[src/rtl/pipeline_ctrl_unit_pkg.sv]
// Shared types and constants for the front-end stall/kill sequencer.
// Optional perf counters are enabled by defining PIPE_CTRL_PERF_EN.
package pipeline_ctrl_unit_pkg;

  localparam int PCTRL_STATE_WIDTH = 2;
  localparam int PCTRL_CNT_W = 3;
  localparam int PCTRL_NUM_RS = 4;
  localparam logic [31:0] PCTRL_TRAP_VEC = 32'h0000_0100;

  typedef enum logic [PCTRL_STATE_WIDTH-1:0] {
    PCTRL_RUN        = 2'd0,
    PCTRL_FLUSH      = 2'd1,
    PCTRL_TRAP_DRAIN = 2'd2,
    PCTRL_TRAP_REDIR = 2'd3
  } pctrl_state_e;

  // Select field must encode 0 (none) plus one code per RS.
  function automatic int sel_w(input int n);
    return $clog2(n + 1);
  endfunction

  function automatic logic [31:0] sat_inc(input logic [31:0] v);
    return (v == 32'hFFFF_FFFF) ? v : v + 32'd1;
  endfunction

endpackage

[src/rtl/pipeline_ctrl_unit_if.sv]
// Front-end control bundle: dispatch/ROB/execute inputs and
// stage stall/kill/redirect outputs of the sequencer.
interface pipeline_ctrl_unit_if
  import pipeline_ctrl_unit_pkg::*;
#(
  parameter int NUM_RS = PCTRL_NUM_RS
);
  localparam int SEL_W = sel_w(NUM_RS);

  logic             dp_valid_i;
  logic [SEL_W-1:0] dp_rs_ent_i;
  logic             dp_illegal_i;
  logic [NUM_RS-1:0] rs_full_i;
  logic             rob_full_i;
  logic             rob_empty_i;
  logic             mispredict_i;
  logic [31:0]      mispredict_pc_i;

  logic             stall_IF_o;
  logic             stall_ID_o;
  logic             stall_DP_o;
  logic             kill_IF_o;
  logic             kill_ID_o;
  logic             kill_DP_o;
  logic             redirect_valid_o;
  logic [31:0]      redirect_pc_o;
  logic [PCTRL_STATE_WIDTH-1:0] state_o;

  modport master (
    output dp_valid_i, dp_rs_ent_i, dp_illegal_i,
    output rs_full_i, rob_full_i, rob_empty_i,
    output mispredict_i, mispredict_pc_i,
    input  stall_IF_o, stall_ID_o, stall_DP_o,
    input  kill_IF_o, kill_ID_o, kill_DP_o,
    input  redirect_valid_o, redirect_pc_o, state_o
  );

  modport slave (
    input  dp_valid_i, dp_rs_ent_i, dp_illegal_i,
    input  rs_full_i, rob_full_i, rob_empty_i,
    input  mispredict_i, mispredict_pc_i,
    output stall_IF_o, stall_ID_o, stall_DP_o,
    output kill_IF_o, kill_ID_o, kill_DP_o,
    output redirect_valid_o, redirect_pc_o, state_o
  );

endinterface

[src/rtl/pipeline_hazard_detect.sv]
// Structural hazard for one DP slot: target RS full or ROB full.
module pipeline_hazard_detect
  import pipeline_ctrl_unit_pkg::*;
#(
  parameter int NUM_RS = PCTRL_NUM_RS,
  localparam int SEL_W = sel_w(NUM_RS)
) (
  input  logic              dp_valid_i,
  input  logic [SEL_W-1:0]  dp_rs_ent_i,
  input  logic [NUM_RS-1:0] rs_full_i,
  input  logic              rob_full_i,
  output logic              hz_o
);

  logic rs_hit;

  // Select 0 and out-of-range selects never match.
  always_comb begin
    rs_hit = 1'b0;
    for (int k = 0; k < NUM_RS; k++) begin
      if (dp_rs_ent_i == SEL_W'(k + 1)) rs_hit = rs_full_i[k];
    end
  end

  assign hz_o = dp_valid_i & (rs_hit | rob_full_i);

endmodule

[src/rtl/pipeline_ctrl_unit.sv]
// Stall/kill sequencer for IF/ID/DP with mispredict and trap redirect.
// Define PIPE_CTRL_PERF_EN to add saturating perf counter ports.
module pipeline_ctrl_unit
  import pipeline_ctrl_unit_pkg::*;
#(
  parameter int          FLUSH_CYCLES = 2,
  parameter int          NUM_RS       = PCTRL_NUM_RS,
  parameter logic [31:0] TRAP_VEC     = PCTRL_TRAP_VEC
) (
  input  logic clk_i,
  input  logic reset_i,
  pipeline_ctrl_unit_if.slave bus
`ifdef PIPE_CTRL_PERF_EN
  ,
  output logic [31:0] perf_stall_cycles_o,
  output logic [31:0] perf_flush_count_o,
  output logic [31:0] perf_trap_count_o
`endif
);

  localparam logic [PCTRL_CNT_W-1:0] FC =
    PCTRL_CNT_W'(FLUSH_CYCLES);

  pctrl_state_e           state_q, state_d;
  logic [PCTRL_CNT_W-1:0] cnt_q, cnt_d;
  logic                   rv_q, rv_d;
  logic [31:0]            rpc_q, rpc_d;
  logic                   hz;
  logic                   trap_in;

  pipeline_hazard_detect #(
    .NUM_RS (NUM_RS)
  ) u_hz (
    .dp_valid_i  (bus.dp_valid_i),
    .dp_rs_ent_i (bus.dp_rs_ent_i),
    .rs_full_i   (bus.rs_full_i),
    .rob_full_i  (bus.rob_full_i),
    .hz_o        (hz)
  );

  assign trap_in = bus.dp_valid_i & bus.dp_illegal_i;

  always_ff @(posedge clk_i or negedge reset_i) begin
    if (!reset_i) begin
      state_q <= PCTRL_RUN;
      cnt_q   <= '0;
      rv_q    <= 1'b0;
      rpc_q   <= '0;
    end else begin
      state_q <= state_d;
      cnt_q   <= cnt_d;
      rv_q    <= rv_d;
      rpc_q   <= rpc_d;
    end
  end

  // Mispredict preempts every state and always reloads the flush.
  always_comb begin
    state_d = state_q;
    cnt_d   = cnt_q;
    rv_d    = 1'b0;
    rpc_d   = rpc_q;
    if (bus.mispredict_i) begin
      state_d = PCTRL_FLUSH;
      cnt_d   = FC;
      rv_d    = 1'b1;
      rpc_d   = bus.mispredict_pc_i;
    end else begin
      unique case (state_q)
        PCTRL_RUN: begin
          if (trap_in) state_d = PCTRL_TRAP_DRAIN;
        end
        PCTRL_FLUSH: begin
          if (cnt_q <= PCTRL_CNT_W'(1)) begin
            state_d = PCTRL_RUN;
            cnt_d   = '0;
          end else begin
            cnt_d = cnt_q - PCTRL_CNT_W'(1);
          end
        end
        PCTRL_TRAP_DRAIN: begin
          if (bus.rob_empty_i) state_d = PCTRL_TRAP_REDIR;
        end
        PCTRL_TRAP_REDIR: begin
          state_d = PCTRL_FLUSH;
          cnt_d   = FC;
          rv_d    = 1'b1;
          rpc_d   = TRAP_VEC;
        end
        default: state_d = PCTRL_RUN;
      endcase
    end
  end

  always_comb begin
    bus.stall_IF_o = 1'b0;
    bus.stall_ID_o = 1'b0;
    bus.stall_DP_o = 1'b0;
    bus.kill_IF_o  = 1'b0;
    bus.kill_ID_o  = 1'b0;
    bus.kill_DP_o  = 1'b0;
    unique case (1'b1)
      state_q == PCTRL_RUN: begin
        bus.stall_IF_o = hz & reset_i;
        bus.stall_ID_o = hz & reset_i;
        bus.stall_DP_o = hz & reset_i;
      end
      state_q == PCTRL_FLUSH: begin
        bus.kill_IF_o = 1'b1;
        bus.kill_ID_o = 1'b1;
        bus.kill_DP_o = 1'b1;
      end
      // Hold the front end while the illegal op is squashed in DP.
      state_q == PCTRL_TRAP_DRAIN,
      state_q == PCTRL_TRAP_REDIR: begin
        bus.stall_IF_o = 1'b1;
        bus.stall_ID_o = 1'b1;
        bus.kill_DP_o  = 1'b1;
      end
      default: ;
    endcase
  end

  assign bus.redirect_valid_o = rv_q;
  assign bus.redirect_pc_o    = rpc_q;
  assign bus.state_o          = state_q;

`ifdef PIPE_CTRL_PERF_EN
  logic [31:0] pst_q, pfl_q, ptr_q;

  always_ff @(posedge clk_i or negedge reset_i) begin
    if (!reset_i) begin
      pst_q <= '0;
      pfl_q <= '0;
      ptr_q <= '0;
    end else begin
      if (state_q == PCTRL_RUN && hz) pst_q <= sat_inc(pst_q);
      if (bus.mispredict_i) pfl_q <= sat_inc(pfl_q);
      if (state_q == PCTRL_RUN && !bus.mispredict_i && trap_in)
        ptr_q <= sat_inc(ptr_q);
    end
  end

  assign perf_stall_cycles_o = pst_q;
  assign perf_flush_count_o  = pfl_q;
  assign perf_trap_count_o   = ptr_q;
`endif

endmodule

[src/flat_wrapper.sv]
// flat-port wrapper written by rule: the top's interface ports become plain ports
module pipeline_ctrl_unit_flat import pipeline_ctrl_unit_pkg::*;
#(
  parameter int          FLUSH_CYCLES = 2,
  parameter int          NUM_RS       = PCTRL_NUM_RS,
  parameter logic [31:0] TRAP_VEC     = PCTRL_TRAP_VEC
)
  (clk_i, reset_i, bus_dp_valid_i, bus_dp_rs_ent_i, bus_dp_illegal_i, bus_rs_full_i, bus_rob_full_i, bus_rob_empty_i, bus_mispredict_i, bus_mispredict_pc_i, bus_stall_IF_o, bus_stall_ID_o, bus_stall_DP_o, bus_kill_IF_o, bus_kill_ID_o, bus_kill_DP_o, bus_redirect_valid_o, bus_redirect_pc_o, bus_state_o);
  pipeline_ctrl_unit_if #(.NUM_RS(NUM_RS)) bus_i ();
  input  logic clk_i;
  input  logic reset_i;
  input wire logic [$bits(bus_i.dp_valid_i)-1:0] bus_dp_valid_i;
  input wire logic [$bits(bus_i.dp_rs_ent_i)-1:0] bus_dp_rs_ent_i;
  input wire logic [$bits(bus_i.dp_illegal_i)-1:0] bus_dp_illegal_i;
  input wire logic [$bits(bus_i.rs_full_i)-1:0] bus_rs_full_i;
  input wire logic [$bits(bus_i.rob_full_i)-1:0] bus_rob_full_i;
  input wire logic [$bits(bus_i.rob_empty_i)-1:0] bus_rob_empty_i;
  input wire logic [$bits(bus_i.mispredict_i)-1:0] bus_mispredict_i;
  input wire logic [$bits(bus_i.mispredict_pc_i)-1:0] bus_mispredict_pc_i;
  output wire logic [$bits(bus_i.stall_IF_o)-1:0] bus_stall_IF_o;
  output wire logic [$bits(bus_i.stall_ID_o)-1:0] bus_stall_ID_o;
  output wire logic [$bits(bus_i.stall_DP_o)-1:0] bus_stall_DP_o;
  output wire logic [$bits(bus_i.kill_IF_o)-1:0] bus_kill_IF_o;
  output wire logic [$bits(bus_i.kill_ID_o)-1:0] bus_kill_ID_o;
  output wire logic [$bits(bus_i.kill_DP_o)-1:0] bus_kill_DP_o;
  output wire logic [$bits(bus_i.redirect_valid_o)-1:0] bus_redirect_valid_o;
  output wire logic [$bits(bus_i.redirect_pc_o)-1:0] bus_redirect_pc_o;
  output wire logic [$bits(bus_i.state_o)-1:0] bus_state_o;
  assign bus_i.dp_valid_i = bus_dp_valid_i;
  assign bus_i.dp_rs_ent_i = bus_dp_rs_ent_i;
  assign bus_i.dp_illegal_i = bus_dp_illegal_i;
  assign bus_i.rs_full_i = bus_rs_full_i;
  assign bus_i.rob_full_i = bus_rob_full_i;
  assign bus_i.rob_empty_i = bus_rob_empty_i;
  assign bus_i.mispredict_i = bus_mispredict_i;
  assign bus_i.mispredict_pc_i = bus_mispredict_pc_i;
  assign bus_stall_IF_o = bus_i.stall_IF_o;
  assign bus_stall_ID_o = bus_i.stall_ID_o;
  assign bus_stall_DP_o = bus_i.stall_DP_o;
  assign bus_kill_IF_o = bus_i.kill_IF_o;
  assign bus_kill_ID_o = bus_i.kill_ID_o;
  assign bus_kill_DP_o = bus_i.kill_DP_o;
  assign bus_redirect_valid_o = bus_i.redirect_valid_o;
  assign bus_redirect_pc_o = bus_i.redirect_pc_o;
  assign bus_state_o = bus_i.state_o;
  pipeline_ctrl_unit #(.FLUSH_CYCLES(FLUSH_CYCLES), .NUM_RS(NUM_RS), .TRAP_VEC(TRAP_VEC)) u_core (.clk_i(clk_i), .reset_i(reset_i), .bus(bus_i));
endmodule
[config.mk]
export PLATFORM = sky130hd
export DESIGN_NAME = pipeline_ctrl_unit_flat
export DESIGN_NICKNAME = d
export VERILOG_FILES = /design/src/rtl/pipeline_ctrl_unit_pkg.sv /design/src/rtl/pipeline_ctrl_unit_if.sv /design/src/rtl/pipeline_hazard_detect.sv /design/src/rtl/pipeline_ctrl_unit.sv /design/src/flat_wrapper.sv
export SDC_FILE = /design/constraint.sdc
export NUM_CORES = 1
export LEC_CHECK = 0
export ABC_AREA = 1
export CORE_UTILIZATION = 41
export CTS_CLUSTER_DIAMETER = 120
export DETAILED_ROUTE_END_ITERATION = 7
export GPL_ROUTABILITY_DRIVEN = 0
export PLACE_DENSITY = 0.95
export SETUP_SLACK_MARGIN = 0.1
export SLEW_MARGIN = 20
export SYNTH_ARGS = -nofsm -noshare
export SYNTH_HDL_FRONTEND = slang
export SYNTH_SLANG_ARGS = --single-unit
[constraint.sdc]
create_clock -name clk_i -period 1.9 [get_ports clk_i]
set_input_delay 0.19 -clock clk_i [delete_from_list [all_inputs] [get_ports clk_i]]
set_output_delay 0.19 -clock clk_i [all_outputs]
set_load 0.01 [all_outputs]
# After elaboration in Yosys (flattened, before gate mapping)
# Index checks and enable logic that the tools add are counted.
# W data, S select, Z words.
# totals
inputBits,46
word_cells,46
ff_bits,38
output_inout_bits,41
# classes
muxes,20
n_addsub,1
eq_ne,10
n_bitwise,4
n_lt_le_gt_ge,1
reduce_logical,6
# op_table
operator,n
$mux W32,2
$mux W1,9
$mux W2,4
$pmux W2 S4,1
$eq A3 B2 Y1 const B,2
$mux W3,2
$ne A3 B2 Y1 const B,2
$pmux W3 S2,1
$eq A2 B2 Y1 const B,2
$and A1 B1 Y1,3
$eq A3 B1 Y1 const B,1
$eq A3 B3 Y1 const B,1
$le A3 B1 Y1 const B,1
$ne A3 B3 Y1 const B,1
$reduce_and A3 Y1,1
$reduce_bool A3 Y1,1
$reduce_or A3 Y1,1
$sub A3 B1 Y3 const B,1
$eq A2 B1 Y1 const B,1
$logic_not A2 Y1,1
$pmux W1 S2,1
$reduce_bool A2 Y1,1
$reduce_or A2 Y1,1
$or A1 B1 Y1,1

# Longest topological paths before layout
# depth
word_depth,9
depth_mapped,10
ltp_nobuf,9

# Modules after synthesis
# Synthesis repeated with hierarchy kept, for this count alone.
# hier_totals
cells_unflattened,200
hier_area_um2,1701.6
# by_module_without_submodules
mod,cells_each,area_per_inst_um2,seq_area_each_um2,instances
pipeline_ctrl_unit,185,1634.1,950.9,1
pipeline_hazard_detect,15,67.6,0.0,1

# Worst setup path before layout
# No wires, ideal clock.
# synth_timing
path_type,register to output
startpoint,"register u_core.state_q[0], in the netlist u_core.bus.state_o[0]"
endpoint,output bus_stall_IF_o
setup_slack_ns,0.637
arrival_time_ns,1.073
path_stages_with_launch,7
t_required_ns,1.710
path_buffers,1
cell_sequence,dfrtp_1 > nor2_1 > nand3_1 > inv_1 > nand2_1 > nand2_1 > buf_4
# synth_via
elab_chain_cells,3
elab_cells_between_ends,5
cone_classes,eq/ne: 2; mux: 1; reduce/logical: 2
# synth_lines
element,line,rtl
from (decl),pipeline_ctrl_unit.sv:24,"pctrl_state_e state_q, state_d;"
from (signal assigned),pipeline_ctrl_unit.sv:50,state_q <= state_d;
$eq A2 B2 Y1 (on tied branches),"pipeline_ctrl_unit.sv:115, pipeline_ctrl_unit.sv:114",
$reduce_or A2 Y1,n/a,
$pmux W1 S2 (*),n/a,
to (decl),flat_wrapper.sv:20,output wire logic [$bits(bus_i.stall_IF_o)-1:0] bus_stall_IF_o;
# Every way passes the cells marked *; elsewhere a longest branch is shown, timed or not.

# Worst setup path in the final report
# layout_timing
startpoint,input bus_dp_rs_ent_i[1]
endpoint,output bus_stall_DP_o
# layout_via
elab_chain_cells,9
elab_cells_between_ends,12
cone_classes,eq/ne: 4; mux: 5; bitwise: 3
# layout_lines
element,line,rtl
from (decl),flat_wrapper.sv:13,input wire logic [$bits(bus_i.dp_rs_ent_i)-1:0] bus_dp_rs_ent_i;
$eq A3 B1 Y1,pipeline_hazard_detect.sv:21,if (dp_rs_ent_i == SEL_W'(k + 1)) rs_hit = rs_full_i[k];
$mux W1 (3 in a row),pipeline_hazard_detect.sv:21,
$mux W1 (*),pipeline_hazard_detect.sv:21,
$or A1 B1 Y1 (*),pipeline_hazard_detect.sv:25,assign hz_o = dp_valid_i & (rs_hit | rob_full_i);
$and A1 B1 Y1 (*),pipeline_hazard_detect.sv:25,
$and A1 B1 Y1 (*),pipeline_ctrl_unit.sv:106,bus.stall_DP_o = hz & reset_i;
$mux W1 (*),pipeline_ctrl_unit.sv:102,unique case (1'b1)
to (decl),flat_wrapper.sv:22,output wire logic [$bits(bus_i.stall_DP_o)-1:0] bus_stall_DP_o;
# Marks and branches as above.

==> impl_summary.txt <==
----------------------------------------------------
[Route]
  Routed wire per std cell ... 13.99 um
  Number of routed nets with antenna violations ... 0
  DRC violations left ... 0
  Number of search-and-repair iterations in the first detailed-routing pass ... 4
  Initial drt markers ... 63
  DR vias/cell ... 4.853
  Total vias in the final route ... 1320
  Total detailed-routing wirelength ... 3.804 mm

[Synth]
  Mapped Area ... 1602 um2
  Number of register bits inferred by synthesis ... 38
  Post-synthesis cell type count ... 23
  Proportion of netlist area held by the largest area contributor ... 0.5938
  Synth Instances ... 136
  Count of flip-flops with a built-in enable after synthesis ... 0
  Synth cell count leaders ... dfrtp_1, a22o_1, nand2_1
  Sequential element share of the synthesized area ... 0.5938
  Post-Synthesis Mean Instance Area ... 11.78 um2
  Cell with the most instances after synthesis ... dfrtp_1
  Library cell occupying the most area in the post-synthesis netlist ... dfrtp_1
  Synth top area cells ... dfrtp_1, a22o_1, nand2_1
  Prevailing post-synth register cell ... dfrtp_1
  Number of synthesis warnings ... 0
  Net count after synthesis ... 184
  Async set-or-reset flop fraction in the synthesized netlist ... 1.000

[Global routing]
  Via count of the first global-routing pass ... 1342
  Largest net degree at the start of global routing ... 39
  Initial antenna violation count ... 0
  Global-route wire length before repair ... 6.389 mm
  Residual overflow from global routing ... 0
  Global routing usage summed across all routing layers ... 0.2049

[Floorplan]
  Core Box Area ... 3716 um2
  Die extent in x ... 64.50 um
  Number of primary I/O pins ... 87
  Chip height ... 64.50 um
  Num rows ... 22
  Initial Utilization ... 0.4310
  Floorplan die area ... 4160 um2

[Placed design]
  Count of input and output buffers ... 86
  Final HPWL from detailed placement ... 2.744 mm
  Placement Cell Area ... 2472 um2
  Placed insts ... 264

[Clocking]
  Deepest level of the CTS H-tree ... 2
  Clock-pin slew of the registers on the worst-case setup and hold paths ... 0.07 ns
  Clock tree from TritonCTS ... yes
  Worst-skew pair later-pin latency ... 0.28 ns
  CTS buffer count ... 5
  Count of buffers added by post-CTS timing repair for setup ... 0
  Clock buffer depth ... 2
  Root buffer selected by CTS ... clkbuf_8
  Num Clock Sinks ... 38

[Timing]
  Setup violations, final ... 0
  Final critical delay including setup and external delays ... 1.739 ns
  Worst slew pin tran ... 0.4501 ns
  Peak clock frequency supported by timing ... 574.9 MHz
  Number of endpoints with negative hold slack in the final report ... 0
  Worst-case clock skew ... 0.002532 ns
  Setup repair after global routing missed its margin ... no
  Final worst path period share ... 0.9155
  Number of max-slew violations in the final report ... 0
  Relative max-transition margin ... 0.7000
  Total Neg Setup Slack ... 0 ns

[Layout]
  Final std cells w/o fill ... 272
  Layout area overhead ... 62.42%
  Combined area of the multi-input logic cells ... 524.3 um2
  FF+latch area ... 950.9 um2
  Antenna diode count ... 0
  Share of layout cells above drive strength 1 ... 0.08036
  Total non-filler cell area in the finished layout ... 2601 um2
  Count of nets after finishing ... 272
  Filler Cells Inserted ... 277

[Job]
  Number of max-capacitance violations reported ... 0

[Setup path]
  Cell seen most often among critical-path stages ... nand2_1
  Required time reported for the critical path endpoint ... 1.71 ns
  Arrival time reported for the critical path endpoint ... 1.55 ns
  Startpoint of the most critical register-to-register path ... u_core.bus.state_o[0]
  FF-to-FF setup slack ... 0.61 ns
  Worst-path cell with the longest stage delay ... clkdlybuf4s50_1
  Class of the most critical setup path ... input port to output pin
  CP max FO ... 3
  CP cell instances ... clkdlybuf4s50_1 -> or2_2 -> nand2_1 -> nand2_1 -> nand2_1 -> nand2_1 -> nand2_1 -> inv_1 -> dlygate4sd2_1
  Worst flop-to-flop path endpoint ... u_core.bus.redirect_pc_o[8]
  Stage delay of the slowest cell on the critical path ... 0.44 ns
  Worst reg-to-reg path cell count ... 6
  Nature of the critical path startpoint ... input port
  Worst Setup End Kind ... output pin

[Hold path]
  Type of the most critical hold path ... input port to async pin

[Pwr]
  Leakage Power ... 1.237 nW
  Post-route total power ... 0.003116 W
  Worst VDD drop ... 601.3 uV
  Pwr per Cell Area ... 1198 nW/um2

[Status]
  Run status ... finished clean

----------------------------------------------------
flip-flops by register name, summed over array words and instances (netlist names):
name and count:
u_core.bus.redirect_pc_o 32, u_core.cnt_q 3, u_core.bus.state_o 2, u_core.bus.redirect_valid_o 1
critical path: cells and delay by family:
family | cells | cell delay (ns)
buf+inv | 3 | 0.76
simple gates | 6 | 0.60
how the worst max path moves through the flow:
stage	startpoint	end	slack (ns)	depth (start not counted)
finish	bus_dp_rs_ent_i[1]	bus_stall_DP_o	0.16	9
global route	bus_dp_rs_ent_i[1]	bus_stall_DP_o	0.10	9
CTS	u_core.bus.state_o[0]	bus_kill_ID_o	0.13	4
detailed placement	bus_dp_rs_ent_i[1]	bus_stall_IF_o	-0.05	9
global placement	bus_dp_rs_ent_i[1]	bus_stall_IF_o	0.009	9
floorplan	u_core.bus.state_o[0]	bus_stall_IF_o	0.64	6
cell families after synthesis:
family | count (synthesis) | share of synthesized area
DFF | 38 | 0.5937
adders and majority gates | 2 | 0.01562
AOI/OAI and AO/OA | 37 | 0.1938
and+or+nand+nor | 34 | 0.1109
xor gates and xnor gates | 1 | 0.005470
buffers and inverters | 24 | 0.08047
what timing repair did:
| action | CTS | global route |
|---|---|---|
| gates resized for setup | 4 | 4 |
| setup endpoints to repair | 3 | 4 |
| hold buffers | 1 | 0 |
| pin swaps | 0 | 0 |
| hold endpoints to repair | 38 | 0 |
report_power, final:
group / switching (W) / internal (W) / total [W]
sequential: 0.000129 / 0.00103 / 0.00115
clock: 0.000262 / 0.000420 / 0.000682
combinational: 0.000574 / 0.000706 / 0.00128
per-stage QoR:
stage	worst slack, ns	utilization	hold slack [ns]
finish	0.1605	0.7000	0.4955
global route	0.1049	0.7000	0.5102
CTS	0.1284	0.6980	0.5041
detailed placement	-0.05261	0.6653	0.2942
global placement	0.009250	0.6653	0.2903
floorplan	0.6371	-	-0.1056
placed cells by master (no fill, tap or decap), types with 2 or more instances in the layout:
cell             Yosys  final
nand2_1             20     20
nand4_1              2      2
buf_4                3      3
inv_1               13     13
clkdlybuf4s50_1      0     80
o21ai_0              2      2
dfrtp_1             38     38
ha_1                 2      2
a22o_1              31     31
nand3_1              2      2
nor2_1               6      5
clkbuf_8             0      6
dlymetal6s2s_1       0      2
clkdlybuf4s15_1      0      2
cell type report:
class	count	share of cell area
clock inverter	1	0.01154
timing repair buffer	90	0.3430
tap	48	0.02309
sequential	38	0.3656
multi-input combinational	74	0.2015
clock buffer	6	0.03175
inverter	15	0.02357
routing by layer:
metal | up-vias | wire (um) | part of all wire | GRT usage
met5 | - | 0 | 0 | 0
li1 | 641 | - | - | -
met1 | 628 | 1688 | 0.44 | 0.2609
met2 | 49 | 1882 | 0.49 | 0.3329
met3 | 2 | 217 | 0.057 | 0.05634
met4 | 0 | 16 | 0.0042 | 0.07500
Note: power is estimated with default switching activity, not from simulation.
